File: src/rtl/ds_operand_stage.sv
// Decode-stage operand resolver, interlock and LA32R branch unit.
// Optional macro DS_FWD_EN enables bypass from the in-flight writers; undefined means interlock only.
module ds_operand_stage #(
    parameter int unsigned XLEN    = 32,
    parameter int unsigned NUM_FWD = 3
) (
    input  logic                    clk,
    input  logic                    reset,
    input  logic                    fs_valid,
    input  logic [XLEN-1:0]         fs_pc,
    input  logic [31:0]             fs_inst,
    output logic                    ds_allow_in,
    output logic [4:0]              rf_raddr1,
    output logic [4:0]              rf_raddr2,
    input  logic [XLEN-1:0]         rf_rdata1,
    input  logic [XLEN-1:0]         rf_rdata2,
    input  logic [NUM_FWD-1:0]      fwd_valid,
    input  logic [NUM_FWD-1:0]      fwd_we,
    input  logic [NUM_FWD-1:0]      fwd_ready,
    input  logic [5*NUM_FWD-1:0]    fwd_waddr,
    input  logic [XLEN*NUM_FWD-1:0] fwd_wdata,
    input  logic                    es_allow_in,
    output logic                    ds_to_es_valid,
    output logic [XLEN-1:0]         ds_pc,
    output logic [31:0]             ds_inst,
    output logic [XLEN-1:0]         ds_src1,
    output logic [XLEN-1:0]         ds_src2,
    output logic                    br_taken,
    output logic [XLEN-1:0]         br_target,
    output logic [31:0]             stall_cnt
);

    typedef struct packed {
        logic            hazard;
        logic [XLEN-1:0] data;
    } port_res_t;

    logic            ds_valid;
    logic            ready_go;
    logic            fire;
    logic            taken;
    logic [5:0]      op6;
    logic [6:0]      op7;
    logic            is_b, is_bl, is_jirl;
    logic            is_beq, is_bne, is_blt, is_bge, is_bltu, is_bgeu;
    logic            is_cond_br, is_3r, is_store, is_lu12i, is_pcadd;
    logic            use1, use2;
    port_res_t       res1, res2;
    logic [XLEN-1:0] offs16_x, offs26_x;

    // Instruction class decode from the held instruction
    assign op6        = ds_inst[31:26];
    assign op7        = ds_inst[31:25];
    assign is_jirl    = (op6 == 6'h13);
    assign is_b       = (op6 == 6'h14);
    assign is_bl      = (op6 == 6'h15);
    assign is_beq     = (op6 == 6'h16);
    assign is_bne     = (op6 == 6'h17);
    assign is_blt     = (op6 == 6'h18);
    assign is_bge     = (op6 == 6'h19);
    assign is_bltu    = (op6 == 6'h1a);
    assign is_bgeu    = (op6 == 6'h1b);
    assign is_cond_br = is_beq | is_bne | is_blt | is_bge | is_bltu | is_bgeu;
    assign is_3r      = (op6 == 6'h00) && (ds_inst[25:22] == 4'd0) && (ds_inst[21:20] == 2'b01);
    assign is_store   = (op6 == 6'h0a) &&
                        ((ds_inst[25:22] == 4'd4) || (ds_inst[25:22] == 4'd5) || (ds_inst[25:22] == 4'd6));
    assign is_lu12i   = (op7 == 7'b0001010);
    assign is_pcadd   = (op7 == 7'b0001110);

    assign use1      = ~(is_b | is_bl | is_lu12i | is_pcadd);
    assign use2      = is_3r | is_cond_br | is_store;
    assign rf_raddr1 = ds_inst[9:5];
    assign rf_raddr2 = (is_cond_br | is_store) ? ds_inst[4:0] : ds_inst[14:10];

    // Only the youngest matching writer is considered; an older one is never used to skip a stall
    function automatic port_res_t resolve(input logic [4:0]      raddr,
                                          input logic            used,
                                          input logic [XLEN-1:0] rdata);
        port_res_t res;
        logic      found;
        res.hazard = 1'b0;
        res.data   = (raddr == 5'd0) ? '0 : rdata;
        found      = 1'b0;
        for (int i = 0; i < int'(NUM_FWD); i++) begin
            if (!found && used && fwd_valid[i] && fwd_we[i] &&
                (fwd_waddr[5*i +: 5] != 5'd0) && (fwd_waddr[5*i +: 5] == raddr)) begin
                found = 1'b1;
`ifdef DS_FWD_EN
                if (fwd_ready[i]) begin
                    res.data = fwd_wdata[XLEN*i +: XLEN];
                end else begin
                    res.hazard = 1'b1;
                end
`else
                res.hazard = 1'b1;
`endif
            end
        end
        return res;
    endfunction

`ifndef DS_FWD_EN
    logic unused_fwd;
    assign unused_fwd = ^{fwd_ready, fwd_wdata};
`endif

    always_comb begin
        res1 = resolve(rf_raddr1, use1, rf_rdata1);
        res2 = resolve(rf_raddr2, use2, rf_rdata2);
    end

    assign ds_src1 = res1.data;
    assign ds_src2 = res2.data;

    assign ready_go       = ~(res1.hazard | res2.hazard);
    assign ds_to_es_valid = ds_valid & ready_go;
    assign fire           = ds_to_es_valid & es_allow_in;
    assign ds_allow_in    = ~ds_valid | (ready_go & es_allow_in);

    // Branch condition: rj in ds_src1, rd in ds_src2
    always_comb begin
        taken = is_b | is_bl | is_jirl;
        if (is_beq)  taken = (ds_src1 == ds_src2);
        if (is_bne)  taken = (ds_src1 != ds_src2);
        if (is_blt)  taken = ($signed(ds_src1) <  $signed(ds_src2));
        if (is_bge)  taken = ($signed(ds_src1) >= $signed(ds_src2));
        if (is_bltu) taken = (ds_src1 <  ds_src2);
        if (is_bgeu) taken = (ds_src1 >= ds_src2);
    end

    assign offs16_x = {{(XLEN-18){ds_inst[25]}}, ds_inst[25:10], 2'b00};
    assign offs26_x = {{(XLEN-28){ds_inst[9]}}, ds_inst[9:0], ds_inst[25:10], 2'b00};

    always_comb begin
        br_target = ds_pc + offs16_x;
        if (is_jirl) begin
            br_target = ds_src1 + offs16_x;
        end else if (is_b | is_bl) begin
            br_target = ds_pc + offs26_x;
        end
    end

    // Redirect only on the leaving cycle so a stalled branch pulses once
    assign br_taken = fire & taken & ~reset;

    always_ff @(posedge clk) begin
        if (reset) begin
            ds_valid  <= 1'b0;
            ds_pc     <= '0;
            ds_inst   <= '0;
            stall_cnt <= '0;
        end else begin
            if (ds_allow_in) begin
                ds_valid <= fs_valid & ~br_taken;
                ds_pc    <= fs_pc;
                ds_inst  <= fs_inst;
            end
            if (ds_valid && !ready_go && (stall_cnt != 32'hFFFF_FFFF)) begin
                stall_cnt <= stall_cnt + 32'd1;
            end
        end
    end

endmodule

File: config.mk
export PLATFORM = sky130hd
export DESIGN_NAME = ds_operand_stage
export DESIGN_NICKNAME = d
export VERILOG_FILES = /design/src/rtl/ds_operand_stage.sv
export SDC_FILE = /design/constraint.sdc
export NUM_CORES = 1
export LEC_CHECK = 0
export ABC_CLOCK_PERIOD_IN_PS = 4600
export CELL_PAD_IN_SITES_DETAIL_PLACEMENT = 0
export CELL_PAD_IN_SITES_GLOBAL_PLACEMENT = 1
export CORE_ASPECT_RATIO = 0.7
export CORE_UTILIZATION = 26
export CTS_CLUSTER_SIZE = 24
export DETAILED_ROUTE_END_ITERATION = 8
export PLACE_DENSITY = 0.76
export SLEW_MARGIN = 0
export SYNTH_ARGS = -nofsm -noshare
export SYNTH_HDL_FRONTEND = slang
export SYNTH_SLANG_ARGS = --single-unit
File: constraint.sdc
create_clock -name clk -period 4.6 [get_ports clk]
set_input_delay 0.46 -clock clk [delete_from_list [all_inputs] [get_ports clk]]
set_output_delay 0.46 -clock clk [all_outputs]
set_load 0.03 [all_outputs]
==> Yosys cells after proc, flatten, opt, wreduce, memory -nomap -nowiden <==
Cells that the tools add are included.
{ "totals": {"reg_bits": 97, "input_bits": 252, "output_inout_bits": 205, "word_cells": 125} }
{ "op_classes": {"add_sub_neg": 4, "order_cmp": 4, "eq_ne": 25, "n_mux": 17, "bitwise": 25, "reduce_logical": 46} }
{ "ops": {"columns": ["operator", "n"], "rows": [
  ["32-bit 2-to-1 mux", 4],
  ["32-bit adder", 3],
  ["32-bit greater-or-equal comparator", 2],
  ["32-bit < comparator", 2],
  ["6-bit by 5-bit equality test with 1-bit output, second input constant", 9],
  ["1-bit logical AND", 33],
  ["32-bit by 1-bit adder with 32-bit output, second input constant", 1],
  ["32-bit equality test", 1],
  ["32-bit inequality test", 1],
  ["32-bit inequality test, second input constant", 1],
  ["5-bit equality test", 6],
  ["5-bit nonzero test", 3],
  ["7-bit by 4-bit equality test with 1-bit output, second input constant", 2],
  ["1-bit bitwise OR", 14],
  ["4-bit by 3-bit equality test with 1-bit output, second input constant", 3],
  ["1-bit 2-to-1 mux", 12],
  ["5-bit logical NOT", 2],
  ["1-bit AND", 6],
  ["6-bit by 4-bit equality test with 1-bit output, second input constant", 1],
  ["6-bit logical NOT", 1],
  ["5-bit 2-to-1 mux", 1],
  ["1-bit NOT", 5],
  ["1-bit logical NOT", 4],
  ["4-bit logical NOT", 1],
  ["2 further kinds", 3]
]} }

==> Depth between registers and ports, before layout <==
{ "logic_depth": {"ltp_word": 35, "ltp_mapped": 21, "depth_no_buf": 18} }

==> Worst setup path after synthesis <==
Ideal clock, no wire load.
{ "synth_timing": {"kind": "register to output", "start": "register ds_inst[25]", "end": "output br_taken", "arrival_ps": 5067, "required_ps": 4140, "slack_ps": -927, "stages_incl_launch_ff": 20, "n_path_buf": 2, "path_cell_list": "dfxtp_1 > or3_4 > a2111oi_4 > or2_1 > buf_4 > a21oi_1 > inv_1 > nor3_1 > nand3_1 > clkbuf_1 > nand2_1 > ha_1 > a2111oi_0 > nand2_1 > a31oi_1 > nor4_1 > nor4_1 > xnor2_1 > mux2_2 > o311a_1"} }
{ "synth_via": {"word_cells_on_any_way": 79, "cone_classes": "order compare (4); eq/ne (10); mux (14); bitwise (12); reduce/logical (39)"} }
{ "synth_rtl": {"columns": ["item", "line_no", "source"], "rows": [
  ["start, declared", "25", "output logic [31:0] ds_inst,"],
  ["start signal, assigned", "156", "ds_inst <= fs_inst;"],
  ["4-bit by 3-bit equality test with 1-bit output", "66", "((ds_inst[25:22] == 4'd4) || (ds_inst[25:22] == 4'd5) || (ds_inst[25:22] == 4'd6));"],
  ["1-bit logical OR", "66", null],
  ["1-bit logical OR *", "66", null],
  ["1-bit logical AND *", "65", "assign is_store = (op6 == 6'h0a) &&"],
  ["1-bit bitwise OR *", "73", "assign rf_raddr2 = (is_cond_br | is_store) ? ds_inst[4:0] : ds_inst[14:10];"],
  ["5-bit 2-to-1 mux *", "73", null],
  ["via rf_raddr2[0]", "14", "output logic [4:0] rf_raddr2,"],
  ["5-bit equality test", "86", "(fwd_waddr[5*i +: 5] != 5'd0) && (fwd_waddr[5*i +: 5] == raddr)) begin"],
  ["[10 not listed]", null, null],
  ["1-bit logical AND (4 in series)", "85", "if (!found && used && fwd_valid[i] && fwd_we[i] &&"],
  ["1-bit logical AND", "86", null],
  ["1-bit 2-to-1 mux", "85", null],
  ["1-bit bitwise OR", "115", "assign ready_go = ~(res1.hazard | res2.hazard);"],
  ["1-bit NOT", "115", null],
  ["1-bit AND", "116", "assign ds_to_es_valid = ds_valid & ready_go;"],
  ["1-bit AND", "117", "assign fire = ds_to_es_valid & es_allow_in;"],
  ["1-bit AND * (2 in series)", "144", "assign br_taken = fire & taken & ~reset;"],
  ["end, declared", "28", "output logic br_taken,"]
]} }
Mark *: on every way through the listed nets, which the timed path passes. The rest lies on a longest branch.

==> Worst setup path after layout <==
{ "layout_timing": {"start": "register ds_inst[25]", "end": "output br_taken"} }
{ "layout_via": {"elab_chain_len": 30, "word_cells_on_any_way": 79, "cone_classes": "order compare (4); eq/ne (10); mux (14); bitwise (12); reduce/logical (39)"} }
{ "layout_lines": {"columns": ["item", "line_no"], "rows": [
  ["branches (longest 28 deep; another with 32-bit < comparator)", null],
  ["1-bit AND * (2 in series)", "144"]
]} }
Every way passes the cells marked *.

==> reports/metrics.csv <==
metric,value,unit
wire_per_inst,19.0,um
path_class,flop to primary output,
drtPass1Iterations,5,
cp_max_fo,8,
synthSimpleGateAreaFrac,0.238,
grt-ovfl-total,0,
fin_crit,5.29,ns
final.setup.worst_slack,-0.690,ns
p_per_area,242,mW/mm^2
multi_input_area,0.00786,mm^2
synth_edf_count,0,
hpwl,31.6,mm
synth_area,0.00927,mm^2
ir_drop,0.159,mV
area_growth,74.1,%
violations,negative setup slack,
synth_warnings,0,
setup_violations,5,
die-area,0.0364,mm^2
avgSynthCellArea,7.76,um^2
nets,2023,
synth_fp_nets,1539,
p_leak,7.20,nW
cts.sinks,97,
antenna-diode-count,0,
end_kind,primary output,
die_x,228,um
start_util,0.266,
grt_max_degree,64,
core_area,0.0349,mm^2
grt_setup_unrepaired,yes,
grt_pass1_vias,10100,
vias,10700,
synth_xor_area_frac,0.0633,
clk_latency,0.37,ns
synth_cells,1194,
ys_seq_elements,97,
async_flop_share,0,
synth_top_family_by_area,simple AND/OR/NAND/NOR gates,
antenna_found_initial,0,
worst_pin_slew,0.963,ns
ant_nets,0,
layout-drive-gt1-share,0.226,
seqCellArea,0.00195,mm^2
max_freq,189,MHz
drtIter0Drc,650,
final_core_util,0.463,
fill_cells,3332,
numCtsBuffers,9,
grt_pass1_wl,59.5,mm
port_buffers,357,
hold_ws,0.504,ns
max-cap-violations,0,
hold_viol_final,0,
critPathRequiredTime,4.14,ns
drc_errors,0,
place_congestion,0.890,
synth_fa_ha_area_frac,0.127,
die_h,160,um
status,"finished, violations left",
worstPathArrival,4.83,ns
viasPerCell,4.98,
instances_no_fill,2155,
fin_crit_sh,1.15,
cts.clk_slew.worst_paths,0.08,ns
relSlewSlack,0.358,
p_total,3.90,mW
slew_violations,0,
synth_cell_types,73,
cts_max_level,3,
place_inst,2096,
cts_buffer_depth,2,
hp-class,flop to flop,
wl,41.0,mm
synth_mux_area_frac,0.0906,
row_count,57,
synth_compound_area_frac,0.218,
io-pin-count,457,
clock_skew,0.0149,ns
synthFlopType,dfxtp_1,
ys_seq_area_frac,0.209,
cp-start-kind,flop,
cts_tree,yes,
track_usage,0.215,
root_buffer,clkbuf_16,
## cell type report
type	count	area share
Sequential cell	97	0.121
Timing Repair Buffer	528	0.322
Clock buffer	10	0.0148
Inverter	64	0.0149
Clock inverter	6	0.00310
Multi-Input combinational cell	978	0.487
Tap cell	472	0.0366
## where the power goes
group / switching [mW] / internal [mW] / total (mW)
logic: 1.14 / 1.06 / 2.20
clock network: 0.389 / 0.389 / 0.779
registers: 0.0435 / 0.879 / 0.923
## cells in the mapped netlist (9+ instances only)
cell type | n | area [um^2]
or4_1 | 14 | 105
o21ai_0 | 63 | 315
nor2_1 | 118 | 443
clkbuf_1 | 37 | 139
and3_1 | 13 | 81.3
a31oi_1 | 12 | 75.1
buf_4 | 9 | 67.6
and4_1 | 10 | 87.6
nor4_1 | 12 | 75.1
xnor2_1 | 32 | 280
a21oi_1 | 85 | 425
xor2_1 | 35 | 307
or3_1 | 28 | 175
nor2b_1 | 39 | 244
nor3_1 | 17 | 85.1
nand3_1 | 28 | 140
inv_1 | 64 | 240
o21bai_1 | 11 | 82.6
nand2b_1 | 17 | 106
mux2i_1 | 76 | 761
ha_1 | 91 | 1140
nand2_1 | 83 | 312
o21a_1 | 13 | 97.6
dfxtp_1 | 97 | 1940
nand4_1 | 23 | 144
a21o_1 | 47 | 353
## cells by family after synthesis
family | Yosys count
AOI/OAI and AO/OA | 307
xor gates and xnor gates | 67
adders and majority gates | 93
buffers and inverters | 119
DFF | 97
muxes | 83
and+or+nand+nor | 428
## what timing repair did
| item | in CTS | in global routing |
|---|---|---|
| gates cloned | 4 | 1 |
| hold buffers | 0 | 0 |
| gates resized for setup | 78 | 87 |
| pin swaps | 31 | 36 |
| setup endpoints to repair | 14 | 14 |
| buffers inserted | 17 | 21 |
## path summary, 6_finish.rpt
kind	from	end	slack, ns	depth (start not counted)
hold / removal	stall_cnt[5]$_SDFFE_PP0P_	stall_cnt[5]$_SDFFE_PP0P_	0.50	2
setup / recovery	ds_inst[25]$_SDFFE_PP0P_	br_taken	-0.69	22
setup reg to reg	ds_inst[25]$_SDFFE_PP0P_	ds_valid$_SDFFE_PP0P_	-0.01	23
hold reg to reg	stall_cnt[5]$_SDFFE_PP0P_	stall_cnt[5]$_SDFFE_PP0P_	0.50	2
## per-layer routing
| metal | vias up | share of wire | global-route usage | wire length, um |
|---|---|---|---|---|
| li1 | 5322 | - | - | - |
| met1 | 5087 | 0.48 | 0.307 | 19600 |
| met2 | 302 | 0.44 | 0.330 | 18300 |
| met3 | 31 | 0.063 | 0.0443 | 2570 |
| met4 | 0 | 0.014 | 0.0458 | 573 |
| met5 | - | 0 | 0 | 0 |
## critical path, cell delays in order, from the launching register on
cell and delay [ns]:
dfxtp_4 0.35, or3_4 0.39, a2111oi_4 0.20, buf_4 0.20
nor2_4 0.05, mux2i_2 0.24, inv_2 0.08, nor3_4 0.17
nand3_4 0.12, buf_12 0.17, buf_16 0.15, nand2_4 0.07
ha_4 0.19, a21o_1 0.16, a21oi_1 0.13, nor2b_1 0.06
o31a_1 0.34, nor4_4 0.32, xnor2_1 0.15, buf_4 0.14
mux2_4 0.30, o311a_4 0.34, buf_12 0.15
## through the flow
| step | area [um^2] | TNS, ns | setup slack [ns] |
|---|---|---|---|
| 6_report | 16100 | -0.858 | -0.690 |
| 5_1_grt | 16100 | -2.25 | -0.943 |
| 4_1_cts | 15500 | -0.703 | -0.691 |
| 3_5_place_dp | 14600 | -0.403 | -0.403 |
| 3_3_place_gp | 14600 | -0.345 | -0.345 |
| 2_1_floorplan | 9570 | -0.137 | -0.137 |
## sequential cells by signal, summed over array words and instances (netlist names)
name       count
ds_inst       32
ds_valid       1
stall_cnt     32
ds_pc         32
## layout by cell type (no fill, tap or decap), types with 15 or more instances in the layout
| master | n |
|---|---|
| a21o_1 | 46 |
| a21oi_1 | 78 |
| buf_12 | 20 |
| buf_4 | 158 |
| clkdlybuf4s50_1 | 333 |
| dfxtp_1 | 89 |
| ha_1 | 62 |
| ha_4 | 24 |
| inv_1 | 60 |
| mux2i_1 | 73 |
| nand2_1 | 66 |
| nand2b_1 | 15 |
| nand3_1 | 25 |
| nand4_1 | 23 |
| nor2_1 | 113 |
| nor2b_1 | 25 |
| o21ai_0 | 49 |
| or3_1 | 28 |
| xnor2_1 | 30 |
| xor2_1 | 35 |
(Power assumes the default switching activity.)
